===== config.mk =====
export PLATFORM = sky130hd
export DESIGN_NAME = muldiv_seq_flat
export DESIGN_NICKNAME = d
export VERILOG_FILES = /design/src/rtl/muldiv_seq_if.sv /design/src/rtl/muldiv_seq.sv /design/src/flat_wrapper.sv
export SDC_FILE = /design/constraint.sdc
export NUM_CORES = 1
export LEC_CHECK = 0
export ABC_AREA = 1
export CAP_MARGIN = 20
export CORE_ASPECT_RATIO = 0.8
export CORE_UTILIZATION = 25
export DETAILED_ROUTE_END_ITERATION = 6
export PLACE_DENSITY = 0.5
export SETUP_SLACK_MARGIN = 0.5
export SLEW_MARGIN = 10
export SYNTH_ARGS = -nofsm -noshare
export SYNTH_HDL_FRONTEND = slang
export SYNTH_SLANG_ARGS = --single-unit
export TNS_END_PERCENT = 50

===== constraint.sdc =====
create_clock -name clk -period 2.7 [get_ports clk]
set_clock_uncertainty 0.2 [all_clocks]
set_input_delay 0.54 -clock clk [delete_from_list [all_inputs] [get_ports clk]]
set_output_delay 0.54 -clock clk [all_outputs]
set_load 0.1 [all_outputs]

===== src/rtl/muldiv_seq_if.sv =====
// Issue, MTHI/MTLO and result signals shared between the execute stage and
// the multi-cycle multiply/divide sequencer.
interface muldiv_seq_if;
  logic        start;
  logic [1:0]  op;
  logic [31:0] op_x;
  logic [31:0] op_y;
  logic        flush;
  logic        hi_we;
  logic        lo_we;
  logic [31:0] wdata;
  logic [31:0] hi;
  logic [31:0] lo;
  logic        busy;
  logic        done;
  logic        div_zero;

  modport master (
    output start, op, op_x, op_y, flush, hi_we, lo_we, wdata,
    input  hi, lo, busy, done, div_zero
  );

  modport slave (
    input  start, op, op_x, op_y, flush, hi_we, lo_we, wdata,
    output hi, lo, busy, done, div_zero
  );
endinterface


===== src/rtl/muldiv_seq.sv =====
// Iterative MULT/MULTU/DIV/DIVU engine owning the HI/LO registers.
// One bit per cycle: 32 RUN iterations, then a FIX cycle that applies signs.
module muldiv_seq (
  input  logic         clk,
  input  logic         rst_n,
  muldiv_seq_if.slave  bus
);

  typedef enum logic [1:0] {IDLE, RUN, FIX} state_t;

  state_t      state;
  logic [1:0]  op_q;
  logic        sign_x;
  logic        sign_y;
  logic        y_zero;
  logic [31:0] orig_x;
  logic [31:0] a_q;      // multiplier, or dividend shifting into quotient
  logic [31:0] b_q;      // multiplicand, or divisor
  logic [63:0] acc;      // product, or remainder in the upper half
  logic [4:0]  cnt;
  logic [31:0] hi_q;
  logic [31:0] lo_q;
  logic        done_q;
  logic        dz_q;

  logic        start_signed;
  logic [31:0] abs_x;
  logic [31:0] abs_y;
  logic [32:0] mul_sum;
  logic [63:0] mul_acc_nxt;
  logic [32:0] rem_sh;
  logic [33:0] div_diff;
  logic        div_ok;
  logic [31:0] div_rem_nxt;
  logic [31:0] div_quo_nxt;
  logic        op_signed;
  logic        op_div;
  logic [63:0] prod;
  logic [31:0] quo;
  logic [31:0] rem;
  logic [31:0] fix_hi;
  logic [31:0] fix_lo;

  // NOTE: every always_comb output gets a default first so no path leaves it
  // unassigned, which would otherwise infer a latch.
  always_comb begin
    start_signed = ~bus.op[0];
    abs_x        = (start_signed && bus.op_x[31]) ? -bus.op_x : bus.op_x;
    abs_y        = (start_signed && bus.op_y[31]) ? -bus.op_y : bus.op_y;

    mul_sum      = {1'b0, acc[63:32]} + (a_q[0] ? {1'b0, b_q} : 33'd0);
    mul_acc_nxt  = {mul_sum, acc[31:1]};

    // Restoring step: a failed trial leaves rem_sh below the divisor, so it fits 32 bits.
    rem_sh       = {acc[63:32], a_q[31]};
    div_diff     = {1'b0, rem_sh} - {2'b00, b_q};
    div_ok       = ~div_diff[33];
    div_rem_nxt  = div_ok ? div_diff[31:0] : rem_sh[31:0];
    div_quo_nxt  = {a_q[30:0], div_ok};

    op_signed    = ~op_q[0];
    op_div       = op_q[1];
    prod         = (op_signed && (sign_x ^ sign_y)) ? -acc : acc;
    quo          = (op_signed && (sign_x ^ sign_y)) ? -a_q : a_q;
    rem          = (op_signed && sign_x) ? -acc[63:32] : acc[63:32];

    fix_hi       = prod[63:32];
    fix_lo       = prod[31:0];
    if (op_div) begin
      fix_hi = y_zero ? orig_x : rem;
      fix_lo = y_zero ? 32'hFFFF_FFFF : quo;
    end
  end

  // NOTE: sequential state uses non-blocking assignments so every register
  // samples pre-edge values regardless of statement order.
  always_ff @(posedge clk or negedge rst_n) begin
    if (!rst_n) begin
      state  <= IDLE;
      op_q   <= 2'b00;
      sign_x <= 1'b0;
      sign_y <= 1'b0;
      y_zero <= 1'b0;
      orig_x <= '0;
      a_q    <= '0;
      b_q    <= '0;
      acc    <= '0;
      cnt    <= '0;
      hi_q   <= '0;
      lo_q   <= '0;
      done_q <= 1'b0;
      dz_q   <= 1'b0;
    end else begin
      done_q <= 1'b0;
      dz_q   <= 1'b0;
      case (state)
        IDLE: begin
          if (bus.start) begin
            op_q   <= bus.op;
            sign_x <= start_signed & bus.op_x[31];
            sign_y <= start_signed & bus.op_y[31];
            y_zero <= (bus.op_y == 32'd0);
            orig_x <= bus.op_x;
            a_q    <= bus.op[1] ? abs_x : abs_y;
            b_q    <= bus.op[1] ? abs_y : abs_x;
            acc    <= '0;
            cnt    <= '0;
            state  <= RUN;
          end else begin
            if (bus.hi_we) hi_q <= bus.wdata;
            if (bus.lo_we) lo_q <= bus.wdata;
          end
        end
        RUN: begin
          if (bus.flush) begin
            state <= IDLE;
          end else begin
            if (op_div) begin
              acc[63:32] <= div_rem_nxt;
              a_q        <= div_quo_nxt;
            end else begin
              acc <= mul_acc_nxt;
              a_q <= {1'b0, a_q[31:1]};
            end
            cnt <= cnt + 5'd1;
            if (cnt == 5'd31) state <= FIX;
          end
        end
        FIX: begin
          if (!bus.flush) begin
            hi_q   <= fix_hi;
            lo_q   <= fix_lo;
            done_q <= 1'b1;
            dz_q   <= op_div & y_zero;
          end
          state <= IDLE;
        end
        default: state <= IDLE;
      endcase
    end
  end

  assign bus.busy     = (state != IDLE);
  assign bus.hi       = hi_q;
  assign bus.lo       = lo_q;
  assign bus.done     = done_q;
  assign bus.div_zero = dz_q;

endmodule


===== src/flat_wrapper.sv =====
// flat-port wrapper written by rule: the top's interface ports become plain ports
module muldiv_seq_flat 
  (clk, rst_n, bus_start, bus_op, bus_op_x, bus_op_y, bus_flush, bus_hi_we, bus_lo_we, bus_wdata, bus_hi, bus_lo, bus_busy, bus_done, bus_div_zero);
  muldiv_seq_if bus_i ();
  input  logic clk;
  input  logic rst_n;
  input wire logic [$bits(bus_i.start)-1:0] bus_start;
  input wire logic [$bits(bus_i.op)-1:0] bus_op;
  input wire logic [$bits(bus_i.op_x)-1:0] bus_op_x;
  input wire logic [$bits(bus_i.op_y)-1:0] bus_op_y;
  input wire logic [$bits(bus_i.flush)-1:0] bus_flush;
  input wire logic [$bits(bus_i.hi_we)-1:0] bus_hi_we;
  input wire logic [$bits(bus_i.lo_we)-1:0] bus_lo_we;
  input wire logic [$bits(bus_i.wdata)-1:0] bus_wdata;
  output wire logic [$bits(bus_i.hi)-1:0] bus_hi;
  output wire logic [$bits(bus_i.lo)-1:0] bus_lo;
  output wire logic [$bits(bus_i.busy)-1:0] bus_busy;
  output wire logic [$bits(bus_i.done)-1:0] bus_done;
  output wire logic [$bits(bus_i.div_zero)-1:0] bus_div_zero;
  assign bus_i.start = bus_start;
  assign bus_i.op = bus_op;
  assign bus_i.op_x = bus_op_x;
  assign bus_i.op_y = bus_op_y;
  assign bus_i.flush = bus_flush;
  assign bus_i.hi_we = bus_hi_we;
  assign bus_i.lo_we = bus_lo_we;
  assign bus_i.wdata = bus_wdata;
  assign bus_hi = bus_i.hi;
  assign bus_lo = bus_i.lo;
  assign bus_busy = bus_i.busy;
  assign bus_done = bus_i.done;
  assign bus_div_zero = bus_i.div_zero;
  muldiv_seq u_core (.clk(clk), .rst_n(rst_n), .bus(bus_i));
endmodule

==> flow_metrics.env <==
export IMPL_ys_flop_type="dfrtp_1"
export IMPL_die_area_sq_um=92000
export IMPL_via_per_inst=5.04
export IMPL_crit_slowest_cell="dfrtp_2"
export IMPL_crit_chain="nand2_1 -> inv_2 -> ha_4 -> inv_2 -> fa_2 -> o21ai_4 -> buf_4 -> inv_2 -> o21ai_2 -> buf_4 -> xor2_4 -> o21ai_1 -> nand3b_1 -> nand2_1"
export IMPL_required_ns=3.03
export IMPL_yosysTopAreaCell="dfrtp_1"
export IMPL_synth_fp_nets=4038
export IMPL_row_count=98
export IMPL_place_inst=5559
export IMPL_vias=28600
export IMPL_cts_max_level=1
export IMPL_antenna_found_initial=5
export IMPL_grt_use_met1=0.393
export IMPL_crit_path_max_incr_delay_ns=0.48
export IMPL_cts_buffer_depth=3
export IMPL_clk_pin_slew_worst_paths_ns=0.09
export IMPL_fin_crit_sh=1.00
export IMPL_busiest_layer="met1"
export IMPL_stdcell_count=5676
export IMPL_ir_drop_mv=0.460
export IMPL_cts_made_buffers=31
export IMPL_gp_congestion=0.990
export IMPL_synthTopCellsByArea="dfrtp_1, nand2_1, nand3_1"
export IMPL_async_flop_share=1.00
export IMPL_slew_limit_headroom=0.530
export IMPL_portBuffers=170
export IMPL_cts_tree="done"
export IMPL_cts_root_buffer="clkbuf_16"
export IMPL_grt_max_degree=75
export IMPL_drtIter0Drc=3150
export IMPL_yosysMostFrequentCell="nand2_1"
export IMPL_path_max_fanout=6
export IMPL_grt_usage=0.256
export IMPL_rrSetupSlack_ns=-0.0003
export IMPL_p_per_area_nw_per_um2=1030
export IMPL_avgSynthCellArea_sq_um=5.88
export IMPL_post_dp_cell_area_sq_um=29600
export IMPL_design_core_area_sq_um=89600
export IMPL_startpoint_type="register"
export IMPL_grtUsageMet2=0.346
export IMPL_ant_nets=0
export IMPL_worst_path_most_repeated_cell="inv_2"
export IMPL_met3_usage=0.0713
export IMPL_worst_slew_pin_slew_ns=0.705
export IMPL_multi_input_area_sq_um=16300
export IMPL_status="finished with violations"
export IMPL_min_path_type="in2async"
export IMPL_final_hold_viol_count=0
export IMPL_clk_latency_ns=0.61
export IMPL_r2r_end="u_core.acc[39]"
export IMPL_seq_area_sq_um=6000
export IMPL_power_leakage_nw=15.8
export IMPL_finalNetCount=4626
export IMPL_finalCriticalPeriod_ns=2.70
export IMPL_syn_inst=3861
export IMPL_yosysSeqAreaShare=0.262
export IMPL_fin_area_sq_um=32800
export IMPL_reg2regPathDepth=14
export IMPL_finalWorstSetupSlack_ns=-0.000282
export IMPL_wl_per_cell_um=21.5
export IMPL_drv_slew=0
export IMPL_cp_arrival_ns=3.03
export IMPL_grt_pass1_wl_um=177000
export IMPL_clkSinkCount=238
export IMPL_yosysWarnings=0
export IMPL_place_hpwl_um=98300
export IMPL_syn_to_final_growth_pct=44.5
export IMPL_synth_cell_types=50
export IMPL_timing_rr_start="u_core.a_q[0]"
export IMPL_route_detailed_drc=0
export IMPL_rsz0062_at_grt="true"
export IMPL_max_cap_violations=0
export IMPL_start_util=0.253
export IMPL_first_pass_iters=6
export IMPL_setup_viol=1
export IMPL_grt_pass1_vias=26400
export IMPL_worst_setup_path_end_kind="register"
export IMPL_drive_above_1_share=0.247
export IMPL_synth_top_area_share=0.262
export IMPL_final_util=0.366
export IMPL_synth_common_cells="nand2_1, nor2_1, inv_1"
export IMPL_worst_setup_path_type="reg2reg"
export IMPL_grt_ovfl_total=0
export IMPL_synth_edf_count=0
export IMPL_ios=171
export IMPL_drt_total_wl_um=122000
export IMPL_mappedNetlistArea_sq_um=22700
export IMPL_die_width_um=339
export IMPL_violations="negative setup slack"
export IMPL_die_h_um=272
export IMPL_synth_seq_cells=238
export IMPL_max_clock_freq_ghz=0.370
export IMPL_fillers=9697
-- layout make-up --
| cell class | instances | share of cell area |
|---|---|---|
| Clock inverter | 20 | 0.00672 |
| Clock buffer | 38 | 0.0263 |
| Multi-Input combinational cell | 3009 | 0.496 |
| Inverter | 476 | 0.0548 |
| Antenna cell | 2 | 0.000153 |
| Tap cell | 1200 | 0.0458 |
| Sequential cell | 238 | 0.183 |
| Timing Repair Buffer | 693 | 0.187 |
-- cells in the final DEF (no fill, tap or decap), drive strengths merged, types with 4 or more instances in the layout --
| master | synthesis | layout |
|---|---|---|
| clkbuf | 69 | 39 |
| xor2 | 44 | 44 |
| or2 | 7 | 7 |
| nor2 | 497 | 497 |
| clkdlybuf4s50 | 0 | 102 |
| clkinv | 4 | 10 |
| xnor2 | 19 | 19 |
| nor3 | 39 | 39 |
| and2 | 4 | 4 |
| o21bai | 8 | 8 |
| o211ai | 39 | 39 |
| dfrtp | 238 | 238 |
| o221ai | 4 | 4 |
| buf | 70 | 586 |
| ha | 71 | 71 |
| inv | 472 | 478 |
| o22ai | 32 | 32 |
| nand3b | 21 | 21 |
| a31oi | 20 | 20 |
| clkinvlp | 0 | 5 |
| nand2 | 1206 | 1207 |
| o21ai | 252 | 252 |
| a22oi | 10 | 10 |
| nand3 | 433 | 433 |
| nand4 | 48 | 48 |
| a21oi | 233 | 233 |
-- worst max-delay path by stage --
stage             startpoint        endpoint  slack (ns)  depth (start not counted)
3_3_place_gp    bus_op_y[18]  u_core.a_q[31]       -0.35                         11
2_1_floorplan  u_core.a_q[0]  u_core.acc[61]        0.34                         19
3_5_place_dp    bus_op_y[18]  u_core.a_q[31]       -0.33                         11
4_1_cts        u_core.a_q[0]  u_core.acc[54]        0.07                         16
6_report       u_core.a_q[0]  u_core.acc[39]     -0.0003                         14
5_1_grt        u_core.a_q[0]  u_core.acc[59]       -0.14                         18
-- logic make-up (layout without fill, tap and decap cells) --
| logic type | after synthesis | in the layout | share of synthesized area |
|---|---|---|---|
| DFF | 238 | 238 | 0.262 |
| and+or+nand+nor | 2258 | 2259 | 0.418 |
| buffers and inverters | 615 | 1227 | 0.106 |
| other | 0 | 2 | 0 |
| adders and majority gates | 73 | 73 | 0.0409 |
| AOI/OAI and AO/OA | 614 | 614 | 0.148 |
| xor gates and xnor gates | 63 | 63 | 0.0243 |
-- metrics by stage --
| stage | worst slack (ns) | power [mW] | hold slack, ns | TNS [ns] |
|---|---|---|---|---|
| after CTS | 0.0688 | 32.0 | 0.292 | 0 |
| final | -0.000282 | 33.6 | 0.289 | -0.000282 |
| after detailed placement | -0.332 | 25.9 | 0.277 | -4.58 |
| after global placement | -0.352 | 26.0 | 0.265 | -4.64 |
| after global routing | -0.139 | 35.5 | 0.327 | -0.959 |
| after floorplan | 0.341 | 17.7 | 0.0444 | 0 |
-- sequential cells by signal, indices dropped and copies added (netlist names) --
signal / flops
u_core.orig_x: 32
u_core.bus.hi: 32
u_core.state: 2
u_core.y_zero: 1
u_core.bus.lo: 32
u_core.op_q: 2
u_core.bus.div_zero: 1
u_core.sign_x: 1
u_core.a_q: 32
u_core.b_q: 32
u_core.sign_y: 1
u_core.bus.done: 1
u_core.cnt: 5
u_core.acc: 64
-- power breakdown --
group	total, mW	internal (mW)	switching [mW]
Sequential	5.96	4.49	1.47
Combinational	23.2	8.48	14.7
Clock	4.50	2.58	1.92
Total	33.6	15.5	18.1
-- critical path, delay by kind of cell (launching register included) --
family	cells	cell delay, ns
buf+inv	5	0.47
compound gates	3	0.41
flops	1	0.48
fa+ha+maj	2	0.57
xor+xnor	1	0.17
simple gates	3	0.33
-- routing by layer --
layer  vias to the layer above  wire length, um
li1                      13700                -
met5                         -               11
met4                         2             3050
met1                     13400            59000
met2                      1310            46300
met3                       140            13500
-- repair_timing --
item,4_1_cts,5_1_grt
setup buffers,35,12
setup endpoints to repair,109,180
hold endpoints to repair,56,0
pin swaps,54,41
hold buffers,1,0
gates cloned,8,1
gates resized for setup,215,224
No activity file was read; power rests on OpenSTA's default activity.
